`src/rtl/beam_scan_controller_pkg.sv`:
```
// rtl/beam_scan_controller_pkg.sv - shared types and constants for the beam scan controller
package beam_scan_controller_pkg;

  localparam int BF_IDX_W  = 16;
  localparam int BF_DATA_W = 32;
  localparam logic [BF_IDX_W-1:0] BF_IDX_IDLE = 16'hFFFF;

  typedef enum logic [2:0] {
    ST_IDLE,
    ST_STREAM,
    ST_DRAIN,
    ST_EMIT,
    ST_DONE
  } bsc_state_e;

endpackage

```
`src/rtl/bsc_addr_pipe.sv`:
```
// rtl/bsc_addr_pipe.sv - delays issued RAM addresses plus a valid bit to line up with read data
module bsc_addr_pipe #(
  parameter int AW    = 10,
  parameter int DEPTH = 2
) (
  input  logic          clk_i,
  input  logic          reset_i,
  input  logic [AW-1:0] addr_i,
  input  logic          valid_i,
  output logic [AW-1:0] addr_o,
  output logic          valid_o
);

  logic [AW-1:0]    addr_q [DEPTH];
  logic [DEPTH-1:0] vld_q;

  always_ff @(posedge clk_i) begin
    if (reset_i) begin
      vld_q <= '0;
      for (int i = 0; i < DEPTH; i++) addr_q[i] <= '0;
    end else begin
      addr_q[0] <= addr_i;
      vld_q[0]  <= valid_i;
      for (int i = 1; i < DEPTH; i++) begin
        addr_q[i] <= addr_q[i-1];
        vld_q[i]  <= vld_q[i-1];
      end
    end
  end

  assign addr_o  = addr_q[DEPTH-1];
  assign valid_o = vld_q[DEPTH-1];

endmodule

```
`src/rtl/beam_scan_controller.sv`:
```
// rtl/beam_scan_controller.sv - replays sample RAM into the beamformer once per beam and sums its taps
module beam_scan_controller
  import beam_scan_controller_pkg::*;
#(
  parameter int NUM_SAMPLES   = 1024,
  parameter int NUM_BEAMS     = 8,
  parameter int TAPS_PER_BEAM = 16,
  parameter int RAM_LATENCY   = 2,
  parameter int ACC_W         = 40
) (
  input  logic                          clk_i,
  input  logic                          reset_i,
  input  logic                          start_i,
  output logic                          busy_o,
  output logic                          done_o,
  output logic [$clog2(NUM_SAMPLES)-1:0] sample_addr_o,
  output logic                          sample_rden_o,
  input  logic [BF_DATA_W-1:0]          sample_q_i,
  output logic [BF_DATA_W-1:0]          bf_input_value_o,
  output logic [BF_IDX_W-1:0]           bf_input_index_o,
  output logic                          bf_start_o,
  input  logic [BF_DATA_W-1:0]          bf_output_value_i,
  input  logic                          bf_data_good_i,
  output logic [ACC_W-1:0]              beam_sum_o,
  output logic [7:0]                    beam_id_o,
  output logic                          beam_valid_o,
  output logic                          tap_err_o
);

  localparam int AW        = $clog2(NUM_SAMPLES);
  localparam int DRAIN_CYC = RAM_LATENCY + 2;

  bsc_state_e       state_q, state_d;
  logic [AW-1:0]    addr_q, addr_d;
  logic [7:0]       drain_q, drain_d;
  logic [7:0]       beam_q, beam_d;
  logic [ACC_W-1:0] acc_q, acc_d, acc_upd;
  logic [7:0]       tap_q, tap_d, tap_upd;
  logic [ACC_W-1:0] beam_sum_q, beam_sum_d;
  logic [7:0]       beam_id_q, beam_id_d;
  logic             tap_err_q, tap_err_d;
  logic [BF_DATA_W-1:0] bf_val_q;
  logic [BF_IDX_W-1:0]  bf_idx_q;
  logic [AW-1:0]    pipe_addr;
  logic             pipe_vld;
  logic             accum_en;

  bsc_addr_pipe #(.AW(AW), .DEPTH(RAM_LATENCY)) u_addr_pipe (
    .clk_i   (clk_i),
    .reset_i (reset_i),
    .addr_i  (addr_q),
    .valid_i (sample_rden_o),
    .addr_o  (pipe_addr),
    .valid_o (pipe_vld)
  );

  assign busy_o           = (state_q != ST_IDLE);
  assign done_o           = (state_q == ST_DONE);
  assign sample_rden_o    = (state_q == ST_STREAM);
  assign sample_addr_o    = addr_q;
  assign bf_start_o       = (state_q == ST_STREAM) || (state_q == ST_DRAIN);
  assign beam_valid_o     = (state_q == ST_EMIT);
  assign beam_sum_o       = beam_sum_q;
  assign beam_id_o        = beam_id_q;
  assign tap_err_o        = tap_err_q;
  assign bf_input_value_o = bf_val_q;
  assign bf_input_index_o = bf_idx_q;

  // Taps only count while a pass is in flight; EMIT/DONE/IDLE pulses are stray.
  assign accum_en = bf_data_good_i && bf_start_o;

  always_comb begin
    acc_upd = acc_q;
    tap_upd = tap_q;
    if (accum_en) begin
      acc_upd = acc_q + {{(ACC_W-BF_DATA_W){bf_output_value_i[BF_DATA_W-1]}}, bf_output_value_i};
      tap_upd = (tap_q == 8'hFF) ? tap_q : tap_q + 8'd1;
    end
  end

  always_comb begin
    state_d    = state_q;
    addr_d     = addr_q;
    drain_d    = drain_q;
    beam_d     = beam_q;
    acc_d      = acc_upd;
    tap_d      = tap_upd;
    beam_sum_d = beam_sum_q;
    beam_id_d  = beam_id_q;
    tap_err_d  = tap_err_q;
    case (state_q)
      ST_IDLE: begin
        addr_d  = '0;
        drain_d = '0;
        beam_d  = '0;
        if (start_i) state_d = ST_STREAM;
      end
      ST_STREAM: begin
        if (addr_q == AW'(NUM_SAMPLES-1)) begin
          addr_d  = '0;
          drain_d = '0;
          state_d = ST_DRAIN;
        end else begin
          addr_d = addr_q + 1'b1;
        end
      end
      ST_DRAIN: begin
        // Result is latched on the final drain cycle so a tap landing in it is still counted.
        if (drain_q == 8'(DRAIN_CYC-1)) begin
          beam_sum_d = acc_upd;
          tap_err_d  = (tap_upd != 8'(TAPS_PER_BEAM));
          beam_id_d  = beam_q;
          acc_d      = '0;
          tap_d      = '0;
          state_d    = ST_EMIT;
        end else begin
          drain_d = drain_q + 8'd1;
        end
      end
      ST_EMIT: begin
        if (beam_q == 8'(NUM_BEAMS-1)) begin
          beam_d  = '0;
          state_d = ST_DONE;
        end else begin
          beam_d  = beam_q + 8'd1;
          state_d = ST_STREAM;
        end
      end
      ST_DONE:  state_d = ST_IDLE;
      default:  state_d = ST_IDLE;
    endcase
  end

  always_ff @(posedge clk_i) begin
    if (reset_i) begin
      state_q    <= ST_IDLE;
      addr_q     <= '0;
      drain_q    <= '0;
      beam_q     <= '0;
      acc_q      <= '0;
      tap_q      <= '0;
      beam_sum_q <= '0;
      beam_id_q  <= '0;
      tap_err_q  <= 1'b0;
      bf_val_q   <= '0;
      bf_idx_q   <= BF_IDX_IDLE;
    end else begin
      state_q    <= state_d;
      addr_q     <= addr_d;
      drain_q    <= drain_d;
      beam_q     <= beam_d;
      acc_q      <= acc_d;
      tap_q      <= tap_d;
      beam_sum_q <= beam_sum_d;
      beam_id_q  <= beam_id_d;
      tap_err_q  <= tap_err_d;
      if (pipe_vld) begin
        bf_val_q <= sample_q_i;
        bf_idx_q <= BF_IDX_W'(pipe_addr);
      end else begin
        bf_idx_q <= BF_IDX_IDLE;
      end
    end
  end

endmodule

```
`config.mk`:
```
export PLATFORM = sky130hd
export DESIGN_NAME = beam_scan_controller
export DESIGN_NICKNAME = d
export VERILOG_FILES = /design/src/rtl/beam_scan_controller_pkg.sv /design/src/rtl/bsc_addr_pipe.sv /design/src/rtl/beam_scan_controller.sv
export SDC_FILE = /design/constraint.sdc
export NUM_CORES = 1
export LEC_CHECK = 0
export ABC_AREA = 1
export BUFFER_PORTS_ARGS = -buffer_cell sky130_fd_sc_hd__buf_2
export CAP_MARGIN = 20
export CORE_ASPECT_RATIO = 0.7
export CORE_MARGIN = 4
export CORE_UTILIZATION = 56
export DETAILED_ROUTE_END_ITERATION = 7
export PLACE_DENSITY = 0.8
export REMOVE_ABC_BUFFERS = 1
export SYNTH_ARGS = -nofsm -noshare
export SYNTH_HDL_FRONTEND = slang
export SYNTH_SLANG_ARGS = --single-unit
```
`constraint.sdc`:
```
create_clock -name clk_i -period 2.45 [get_ports clk_i]
set_clock_uncertainty 0.15 [all_clocks]
set_input_delay 0.3675 -clock clk_i [delete_from_list [all_inputs] [get_ports clk_i]]
set_output_delay 0.3675 -clock clk_i [all_outputs]
set_load 0.005 [all_outputs]
```
# After elaboration in Yosys (flattened, before gate mapping)
# Memories as Yosys holds them, arrays and structs flattened.
# Cells that the tools add are included.
[classes]
addsub = 5
n_eq_ne = 13
mux = 25
bitwise = 3
n_reduce_logical = 11
[ops]
columns = ["operator", "n"]
rows = [
  ["2-to-1 mux 40 bit", 3],
  ["2-to-1 mux 8 bit", 7],
  ["adder 40 bit", 1],
  ["2-to-1 mux 10 bit", 3],
  ["adder 8 x 1 -> 8 bit, second input constant", 3],
  ["case mux 8 bit (3 select lines)", 1],
  ["case mux 10 bit (2 select lines)", 1],
  ["2-to-1 mux 16 bit", 1],
  ["case mux 8 bit (2 select lines)", 1],
  ["2-to-1 mux 3 bit", 4],
  ["case mux 3 bit (4 select lines)", 1],
  ["adder 10 x 1 -> 10 bit, second input constant", 1],
  ["equality test 10 bit, second input constant", 1],
  ["equality test 8 x 2 -> 1 bit, second input constant", 1],
  ["equality test 8 x 3 -> 1 bit, second input constant", 1],
  ["equality test 8 bit, second input constant", 1],
  ["inequality test 8 x 5 -> 1 bit, second input constant", 1],
  ["equality test 3 x 2 -> 1 bit, second input constant", 2],
  ["inequality test 2 bit, second input constant", 3],
  ["AND reduction 3 bit", 2],
  ["nonzero test 3 bit", 2],
  ["nonzero test 2 bit", 2],
  ["equality test 3 x 1 -> 1 bit, second input constant", 1],
  ["equality test 3 bit, second input constant", 1],
  ["other kinds (9)", 12],
]
[totals]
reg_bits = 176
ram_bits = 20
input_bits = 68
output_inout_bits = 112
wordCells = 71
mem_count = 1
[mem_list]
columns = ["name", "words", "word_bits", "read_ports", "rd_clocked_by_memory_dff", "wr", "line", "rtl"]
rows = [
  ["u_addr_pipe.addr_q", 2, 10, 2, 0, 2, "bsc_addr_pipe.sv:14", "logic [AW-1:0] addr_q [DEPTH];"],
]

# Depth between registers and ports, before layout
# Gate-level depths: netlist of the first run.
[logic_depth]
word_depth = 6
ltp_mapped = 17
mapped_depth_nobuf = 17

# Cells and area by module
# From an unflattened synthesis of the first run, not the netlist that was laid out.
[unflattened]
hier_cells = 1504
hier_area_um2 = 10072.2
[modules_own_cells]
columns = ["module", "n_inst", "cells_per_inst", "area_per_inst_um2", "seq_area_each_um2"]
rows = [
  ["beam_scan_controller", 1, 1426, 9369.0, 3383.2],
  ["bsc_addr_pipe", 1, 78, 703.2, 440.4],
]

# Worst setup path after synthesis of the first run
# OpenSTA, ideal clock, no wires.
[synth_timing]
kind = "input to register"
from = "in bf_output_value_i[0]"
to = "reg beam_sum_q[22] (netlist: beam_sum_o[22])"
setup_ns = 0.112
t_arrival_ns = 1.937
t_required_ns = 2.188
slack_ns = 0.251
stages = 15
path_buffers = 0
cell_sequence = "ha_1 > inv_1 > fa_1 > inv_1 > nand3_1 > nand3_1 > nand2_1 > nand2_1 > nand2_1 > nand3_1 > or2_2 > nand3_1 > o21ai_0 > nand2_1 > nand2_1"
[synth_between]
elab_chain_len = 2
[synth_rtl]
columns = ["element", "line", "rtl"]
rows = [
  ["start: declaration", "beam_scan_controller.sv:22", "input logic [BF_DATA_W-1:0] bf_output_value_i,"],
  ["adder 40 bit", "beam_scan_controller.sv:76", "acc_upd = acc_q + {{(ACC_W-BF_DATA_W){bf_output_value_i[BF_DATA_W-1]}}, bf_output_value_i};"],
  ["2-to-1 mux 40 bit", "beam_scan_controller.sv:75", "if (accum_en) begin"],
  ["end signal: assignment", "beam_scan_controller.sv:154", "beam_sum_q <= beam_sum_d;"],
  ["end: declaration", "beam_scan_controller.sv:39", "logic [ACC_W-1:0] beam_sum_q, beam_sum_d;"],
]
# Every way passes these cells.
# A chain may end at the register's enable or synchronous reset.

# Worst setup path in the final report of the first run
[layout_timing]
from = "reg acc_q[3]"
to = "reg beam_sum_q[17] (netlist: beam_sum_o[17])"
[layout_between]
elab_chain_len = 2
[layout_rtl]
columns = ["element", "line", "rtl"]
rows = [
  ["start: declaration", "beam_scan_controller.sv:37", "logic [ACC_W-1:0] acc_q, acc_d, acc_upd;"],
  ["start signal: assignment", "beam_scan_controller.sv:140", "acc_q <= '0;"],
  ["start signal: assignment", "beam_scan_controller.sv:152", "acc_q <= acc_d;"],
  ["adder 40 bit", "beam_scan_controller.sv:76", ""],
  ["2-to-1 mux 40 bit", "beam_scan_controller.sv:75", ""],
]
# Every way passes these cells.

==> results of run 1 <==
area by class of cell:
| cell class | instances | area share, % |
|---|---|---|
| well taps | 231 | 2.37 |
| flip-flops and latches | 191 | 31.3 |
| repair buffers | 256 | 12.9 |
| inverters | 199 | 6.11 |
| clock inverters | 13 | 1.36 |
| multi-input cells | 1051 | 42.3 |
| clock buffers | 19 | 3.63 |
flip-flops by register name, summed over array words and instances (netlist names):
register / count
beam_q: 8
u_addr_pipe.vld_q: 2
sample_addr_o: 10
state_q: 3
u_addr_pipe.addr_q: 20
acc_q: 40
bf_input_value_o: 32
beam_sum_o: 40
bf_input_index_o: 11
beam_id_o: 8
tap_q: 8
drain_q: 8
tap_err_o: 1
worst reg2reg max path, cell delays in order (launching register included):
cell and delay (ps):
dfxtp_1 330, ha_1 380, nand2_1 130, nor2_1 210, nand3_1 120, nand3_1 130, nand2_1 80, nand2_1 190
buf_4 150, xor2_1 140, nand2_1 80, a31oi_1 150
worst paths after layout:
kind | depth (start not counted) | end | slack [ps]
setup reg to reg | 11 | beam_sum_o[17] | 130
hold / removal | 2 | u_addr_pipe.addr_q[0][18] | 150
hold reg to reg | 2 | u_addr_pipe.addr_q[0][14] | 250
setup / recovery | 11 | beam_sum_o[17] | 130
synth_stat cells, types with 4 or more instances:
| library cell | count |
|---|---|
| a21oi_1 | 69 |
| buf_1 | 4 |
| buf_2 | 10 |
| buf_4 | 5 |
| clkbuf_1 | 21 |
| dfxtp_1 | 191 |
| ha_1 | 43 |
| inv_1 | 194 |
| inv_2 | 5 |
| nand2_1 | 475 |
| nand2_2 | 5 |
| nand3_1 | 122 |
| nand3b_1 | 5 |
| nand4_1 | 7 |
| nor2_1 | 149 |
| nor2_4 | 5 |
| nor3_1 | 19 |
| o21ai_0 | 59 |
| o21ai_1 | 12 |
| or2_2 | 29 |
| xnor2_1 | 9 |
| xor2_1 | 13 |
power groups by stage:
stage	logic [W]	clock network [W]	registers, W
6_report	0.00394	0.00285	0.00359
3_5_place_dp	0.00372	0	0.00365
3_3_place_gp	0.00368	0	0.00364
5_1_grt	0.00440	0.00302	0.00363
4_1_cts	0.00380	0.00289	0.00359
2_1_floorplan	0.00251	0	0.00361
repair_timing:
action                                 in CTS  in global routing
endpoints found under the hold margin      32                  0
pin swaps                                   0                  0
setup endpoints to repair                   1                 45
gates resized for setup                     1                 25
hold buffers                               32                  0
cell families (layout without fill, tap and decap cells):
family | after synthesis | in the layout | synth area share (%)
flip-flops | 191 | 191 | 38.8
multiplexers | 2 | 2 | 0.203
buffers and inverters | 240 | 487 | 9.57
adder cells (fa/ha/maj) | 44 | 44 | 5.67
AO/OA/AOI/OAI | 154 | 154 | 8.22
AND/OR/NAND/NOR | 829 | 829 | 35.5
XOR/XNOR | 22 | 22 | 1.96
cell usage in the layout (no fill, tap or decap), types with 32 or more instances in the layout:
cell type / synthesis / routed
nor2_1: 149 / 144
a21oi_1: 69 / 65
dfxtp_1: 191 / 190
o21ai_0: 59 / 58
dlygate4sd3_1: 0 / 32
buf_2: 10 / 179
inv_1: 194 / 193
nand3_1: 122 / 116
nand2_1: 475 / 471
buf_4: 5 / 43
ha_1: 43 / 40
metrics by stage:
step                      cells  power (W)  setup TNS (ps)  instance area [sq um]
after floorplan            1441    0.00612           -1200                   9650
after global placement     1896    0.00733            -237                  11200
after detailed placement   1896    0.00738            -543                  11200
after CTS                  1960     0.0103               0                  12100
after global routing       1960     0.0111            -105                  12200
final                      1960     0.0104               0                  12200
metal layers:
metal  global-route usage (%)  vias to the layer above
li1                         -                     5121
met1                     42.3                     4468
met2                     41.4                      413
met3                     6.64                       60
met4                     8.02                        0
met5                        0                        -
==> impl_metrics.toml, run 1 <==
[status]
outcome = "finished clean"

[yosys]
async_reset_ff_share_pct = 0
synth_area_leaders = "dfxtp_1, nand2_1, inv_1"
synthCells = 1482
synth-edff-count = 0
synth-seq-cells = 191
synth_cell_types = 44
yosysTopAreaCell = "dfxtp_1"
netlist.area_leader.share_pct = 38.8
syn_area_sq_um = 9850
synth-seq-area-share_pct = 38.8
yosys_warnings = 0
synth-main-ff-cell = "dfxtp_1"
synth_area_per_cell_sq_um = 6.64

[clocking]
clock_path_buffers = 2
clkLatencyLatePin_ps = 440
cts_tree = "done"
htree_levels = 4
clock-root-buffer = "clkbuf_16"
path_clk_slew_ps = 80
clock-sinks = 191
cts_setup_buffers = 0
numCtsBuffers = 17

[layout]
regArea_sq_um = 3820
diodes = 0
utilization_pct = 71.0
syn2layout_area_growth_pct = 24.1
fillers = 1447
drive_above_1_share_pct = 19.3
finalNetCount = 1828
multi_input_area_sq_um = 5170

[routing]
routed_wl_um = 29000
first_pass_iters = 8
routed-wl-met2_um = 11900
drc_errors = 0
dr_wl_met3_um = 2670
routed_via_density = 5.13
drt-met1-wl_um = 13700
highest_layer = "met4"
ant_nets = 0
wire_per_inst_um = 14.8
drt-initial-drc-count = 811
num_vias = 10100

[die]
start_util_pct = 57.2
fp.dieH_um = 119
die_w_um = 166
die_area_sq_um = 19800
core_sq_um = 17200
io_pins = 180
placementRows = 40

[power]
clockPowerShare_pct = 27.4
switchingPower_w = 0.00404
intPower_w = 0.00634
leakage_nw = 6.17
pwr-share-seq_pct = 34.6
netSwitchingFraction_pct = 38.9
p_comb_share_pct = 38.0
cellPowerDensity_nw_per_um2 = 850
peakVddDrop_mv = 0.643

[critical_path]
crit_path_start_kind = "flip-flop"
required_ps = 2650
critPathBufInv = 1
end_kind = "flip-flop"
path_class = "flip-flop to flip-flop"
cp_max_fo = 5
crit_path_start = "acc_q[3]"
critPathMaxStageDelay_ps = 380
rr_startpoint = "acc_q[3]"
critPathSlowestCell = "ha_1"
critPathArrivalTime_ps = 2520
cpMostUsedCell = "nand2_1"
crit_chain = "ha_1 > nand2_1 > nor2_1 > nand3_1 > nand3_1 > nand2_1 > nand2_1 > buf_4 > xor2_1 > nand2_1 > a31oi_1"
cp_top_family = "simple AND/OR/NAND/NOR gates"

[sta]
final_max_slew_viol_count = 0
whs_ps = 154
finalHoldViolations = 0
fmax_ghz = 0.432
worst_pin_slew_ps = 532
slew-limit-headroom_pct = 64.5
finalSetupViolations = 0
setup_slack_ps = 135
fin_crit_sh_pct = 94.5
period_needed_ps = 2320

[min_path]
hp-class = "input port to flip-flop"
hp-start = "reset_i"

[global_routing]
antenna_found_initial = 0
grt_max_degree = 45
grt_pass1_wl_um = 46600
grt_overflow = 0
grt_pass1_vias = 9361
track_usage_pct = 28.5

[placed_design]
portBuffers = 179
hpwl_um = 21200
dpl_worst_slack_ps = -69.3
gp_congestion = 0.998

[flow_run]
drv_cap = 0
Power figures use the tool's default switching activity.
==> inputs of run 2 (changes only) <==
clock period = 2.2 ns   (was 2.45 ns; I/O delays follow)
==> impl_metrics.toml, run 2 (synthesis results as in run 1) <==
[status]
outcome = "complete, but fails checks"
violations = "negative setup slack"

[clocking]
cts_tree = "done"
clock-root-buffer = "clkbuf_16"
clkLatencyLatePin_ps = 450
path_clk_slew_ps = 80
clock-sinks = 191
clock_path_buffers = 2
htree_levels = 4
numCtsBuffers = 17

[die]
io_pins = 180
die_area_sq_um = 19800
start_util_pct = 57.2
die_w_um = 166
placementRows = 40
fp.dieH_um = 119
core_sq_um = 17200

[min_path]
hp-class = "input port to flip-flop"
hp-start = "reset_i"

[critical_path]
cp_top_family = "simple AND/OR/NAND/NOR gates"
cp_max_fo = 4
rr_startpoint = "acc_q[0]"
end_kind = "flip-flop"
critPathArrivalTime_ps = 2470
crit_chain = "ha_4 > inv_2 > fa_2 > inv_2 > nand3_2 > nand3_2 > buf_6 > nand2_2 > nand3_2 > nand2_2 > nand2_4 > nand2_2 > nand2_2 > nand2_2 > nand3_2 > nand2_1 > nand2_1 > nand2_1"
crit_path_start_kind = "flip-flop"
crit_path_start = "acc_q[0]"
critPathBufInv = 3
required_ps = 2390
cpMostUsedCell = "nand2_2"
critPathMaxStageDelay_ps = 400
path_class = "flip-flop to flip-flop"
critPathSlowestCell = "fa_2"

[layout]
drive_above_1_share_pct = 30.0
syn2layout_area_growth_pct = 36.5
final_common_cell = "nand2_1"
utilization_pct = 78.1
diodes = 0
finalNetCount = 1891
layout.cells.most_common_list = "nand2_1, inv_1, buf_2, dfxtp_1, nor2_1"

[routing]
drc_errors = 0
first_pass_iters = 5
routed_via_density = 5.35
drt-initial-drc-count = 1376
ant_nets = 0
routed_wl_um = 32000
num_vias = 10800
wire_per_inst_um = 15.8

[sta]
fmax_ghz = 0.439
worst_pin_slew_ps = 577
fin_crit_sh_pct = 104
period_needed_ps = 2280
slew-limit-headroom_pct = 61.5
final_max_slew_viol_count = 0
setup_slack_ps = -78.0
finalSetupViolations = 20
finalHoldViolations = 0
rsz0062_at_grt = "yes"
whs_ps = 118

[global_routing]
grt_pass1_wl_um = 49400
grt_pass1_vias = 9965
antenna_found_initial = 0
grt_overflow = 0
track_usage_pct = 30.4
grt_max_degree = 46

[power]
peakVddDrop_mv = 0.649
leakage_nw = 6.57
cellPowerDensity_nw_per_um2 = 946

[flow_run]
drv_cap = 0

[placed_design]
hpwl_um = 22100
gp_congestion = 0.990
portBuffers = 179
-- run 2: cell types whose count changed in the layout (fill, tap and decap cells not counted), sizes merged --
cell    delta
buf       +63
clkbuf     -2
inv        +2
bufinv     -1
clkinv     +1
-- run 2: timing repair --
| item | CTS | global route |
|---|---|---|
| buffers inserted | 0 | 6 |
| hold buffers | 32 | 0 |
| gates resized for setup | 53 | 156 |
| hold endpoints to repair | 32 | 0 |
| pin swaps | 4 | 25 |
| endpoints found under the setup margin | 55 | 78 |
-- run 2: worst reg2reg max path, stage by stage, from the launching register on --
cell and delay, ps:
dfxtp_2 360, ha_4 140, inv_2 50, fa_2 400, inv_2 80, nand3_2 70, nand3_2 100, buf_6 130
nand2_2 50, nand3_2 90, nand2_2 80, nand2_4 110, nand2_2 70, nand2_2 60, nand2_2 50, nand3_2 60
nand2_1 50, nand2_1 50, nand2_1 40
-- run 2: final timing paths --
kind                                    end  slack [ps]  cells past startpoint
setup / recovery             beam_sum_o[24]         -80                     18
hold / removal    u_addr_pipe.addr_q[0][14]         120                      2
setup reg to reg             beam_sum_o[24]         -80                     18
hold reg to reg   u_addr_pipe.addr_q[0][16]         260                      2
-- run 2: area by class of cell --
cell class	count	area [sq um]
repair buffers	319	2080
inverters	199	749
clock inverters	15	179
clock buffers	17	425
multi-input cells	1051	5880
fillers	1252	3780
well taps	231	289
flip-flops and latches	191	3840
-- run 2: routing by layer --
layer	routed length (um)	vias to the layer above	GRT usage (%)
met5	0	-	0
met4	863	0	9.20
met3	3150	93	7.03
met2	14000	543	46.1
met1	14100	4940	43.3
li1	-	5240	-
-- run 2: power breakdown --
part	switching, W	total (W)	internal [W]
combinational	0.00327	0.00551	0.00224
sequential	0.000253	0.00406	0.00380
clock	0.00160	0.00315	0.00155
total	0.00512	0.0127	0.00759
-- run 2: stage by stage --
| step | setup TNS [ps] | power (W) | instance area (sq um) | setup WS [ps] | instances |
|---|---|---|---|---|---|
| 2_1_floorplan | -11320 | 0.00682 | 9650 | -370 | 1441 |
| 3_3_place_gp | -7530 | 0.00853 | 11600 | -269 | 1953 |
| 3_5_place_dp | -10350 | 0.00863 | 11600 | -335 | 1953 |
| 4_1_cts | 0 | 0.0120 | 12800 | 1.36 | 2017 |
| 5_1_grt | -4960 | 0.0135 | 13400 | -199 | 2023 |
| 6_report | -792 | 0.0127 | 13400 | -78.0 | 2023 |
==> inputs of run 3 (changes only) <==
--- a/config.mk
+++ b/config.mk
@@ -13,4 +13,5 @@
 export CORE_UTILIZATION = 56
 export DETAILED_ROUTE_END_ITERATION = 7
+export GPL_TIMING_DRIVEN = 0
 export PLACE_DENSITY = 0.8
 export REMOVE_ABC_BUFFERS = 1
==> constraint.sdc (replaced) <==
create_clock -name clk_i -period 2.2 [get_ports clk_i]
set_clock_uncertainty 0.15 [all_clocks]
set_input_delay 0.44 -clock clk_i [delete_from_list [all_inputs] [get_ports clk_i]]
set_output_delay 0.44 -clock clk_i [all_outputs]
set_load 0.005 [all_outputs]
==> impl_metrics.toml, run 3 (synthesis results as in run 1) <==
[global_routing]
grt_max_degree = 56
grt_overflow = 0
track_usage_pct = 28.3
antenna_found_initial = 1
grt_pass1_vias = 9232
grt_pass1_wl_um = 46200

[power]
netSwitchingFraction_pct = 40.9
cellPowerDensity_nw_per_um2 = 958
leakage_nw = 6.17
peakVddDrop_mv = 0.891
p_comb_share_pct = 40.9
pwr-share-seq_pct = 33.4
clockPowerShare_pct = 25.8
intPower_w = 0.00722
switchingPower_w = 0.00501

[critical_path]
critPathArrivalTime_ps = 2430
required_ps = 2390
rrSetupSlack_ps = -50
cp_max_fo = 5
end_kind = "flip-flop"
crit_path_end = "beam_sum_o[16]"
crit_path_start_kind = "flip-flop"
crit_path_start = "acc_q[0]"
r2r_cells = 15
rr_startpoint = "acc_q[0]"
r2r_end = "beam_sum_o[16]"
path_class = "flip-flop to flip-flop"

[layout]
multi_input_area_sq_um = 6000
drive_above_1_share_pct = 27.0
final_common_cell = "nand2_1"
fillers = 1320
finalNetCount = 1791
utilization_pct = 74.2
syn2layout_area_growth_pct = 29.7
regArea_sq_um = 3840
layout.cells.most_common_list = "nand2_1, inv_1, buf_2, dfxtp_1, nor2_1"

[routing]
routed_wl_um = 30700
routed_via_density = 5.36
first_pass_iters = 6
drc_errors = 0
ant_nets = 0
num_vias = 10300
drt-initial-drc-count = 1058
wire_per_inst_um = 16.0

[clocking]
clock-root-buffer = "clkbuf_16"
clkLatencyLatePin_ps = 440
cts_tree = "done"
clock_path_buffers = 2
htree_levels = 4
holdBufCountCts = 0
path_clk_slew_ps = 80
numCtsBuffers = 17
clock-sinks = 191

[sta]
tns_ps = -153
finalHoldViolations = 0
period_needed_ps = 2250
rsz0062_at_grt = "yes"
whs_ps = 36.5
final_max_slew_viol_count = 0
finalSetupViolations = 5
slew-limit-headroom_pct = 29.4
worst_pin_slew_ps = 1060
fmax_ghz = 0.445
setup_slack_ps = -45.7
fin_crit_sh_pct = 102

[flow_run]
drv_cap = 0

[die]
core_sq_um = 17200
die_area_sq_um = 19800
start_util_pct = 57.2
io_pins = 180
placementRows = 40
die_w_um = 166
fp.dieH_um = 119

[min_path]
hold_path_depth = 3
hp-class = "input port to flip-flop"

[placed_design]
portBuffers = 179
hpwl_um = 19800
gp_congestion = 0.974

[status]
outcome = "complete, but fails checks"
violations = "negative setup slack"
-- run 3: how the worst min path moves through the flow --
stage                                   startpoint                        end  slack (ps)
after floorplan           u_addr_pipe.addr_q[0][0]  u_addr_pipe.addr_q[0][10]         240
after CTS                           sample_q_i[25]       bf_input_value_o[25]          30
final                               sample_q_i[25]       bf_input_value_o[25]          40
after global placement    u_addr_pipe.addr_q[0][0]  u_addr_pipe.addr_q[0][10]         240
after detailed placement      u_addr_pipe.vld_q[0]       u_addr_pipe.vld_q[1]         250
after global routing                 sample_q_i[2]        bf_input_value_o[2]          30
-- run 3: timing repair --
item	CTS	global route
gates resized for setup	77	150
setup endpoints to repair	108	140
buffers inserted	12	21
pin swaps	15	36
cloned	3	2
-- run 3: critical path: stages (launching register included) --
cell,delay (ps)
dfxtp_2,350
ha_4,160
inv_2,40
fa_2,340
inv_2,100
nand3_2,90
nand3_4,130
nand2_2,70
nand3_2,70
nand2_1,70
nand2_2,140
a21oi_1,80
o21ai_1,110
o21ai_1,130
nand2_1,70
nand2_1,50
-- run 3: power by group through the flow --
| stage | Combinational [W] | Clock [W] | Sequential (W) |
|---|---|---|---|
| 4_1_cts | 0.00416 | 0.00316 | 0.00401 |
| 3_5_place_dp | 0.00385 | 0 | 0.00407 |
| 6_report | 0.00500 | 0.00315 | 0.00408 |
| 3_3_place_gp | 0.00377 | 0 | 0.00405 |
| 5_1_grt | 0.00550 | 0.00331 | 0.00411 |
| 2_1_floorplan | 0.00280 | 0 | 0.00402 |
-- run 3: layer usage --
metal	track usage, %	part of all wire (%)
met1	42.0	46
met2	42.5	43
met3	6.17	8.4
met4	5.98	2.4
met5	0	0
-- run 3: cell type report --
type	count	share of cell area, %
clock inverter	15	1.40
timing repair inverter	2	0.137
antenna	1	0.0196
multi-input combinational	1054	47.0
tap	231	2.26
inverter	199	6.09
timing repair buffer	214	9.69
sequential	191	30.1
clock buffer	17	3.33
-- run 3: per-stage QoR --
| step | total power, W | cell area, sq um | std cells | worst slack [ps] |
|---|---|---|---|---|
| floorplan | 0.00682 | 9650 | 1441 | -370 |
| global placement | 0.00782 | 10800 | 1851 | -1550 |
| detailed placement | 0.00791 | 10900 | 1853 | -993 |
| CTS | 0.0113 | 11900 | 1900 | -23.4 |
| global route | 0.0129 | 12800 | 1924 | -158 |
| finish | 0.0122 | 12800 | 1924 | -45.7 |
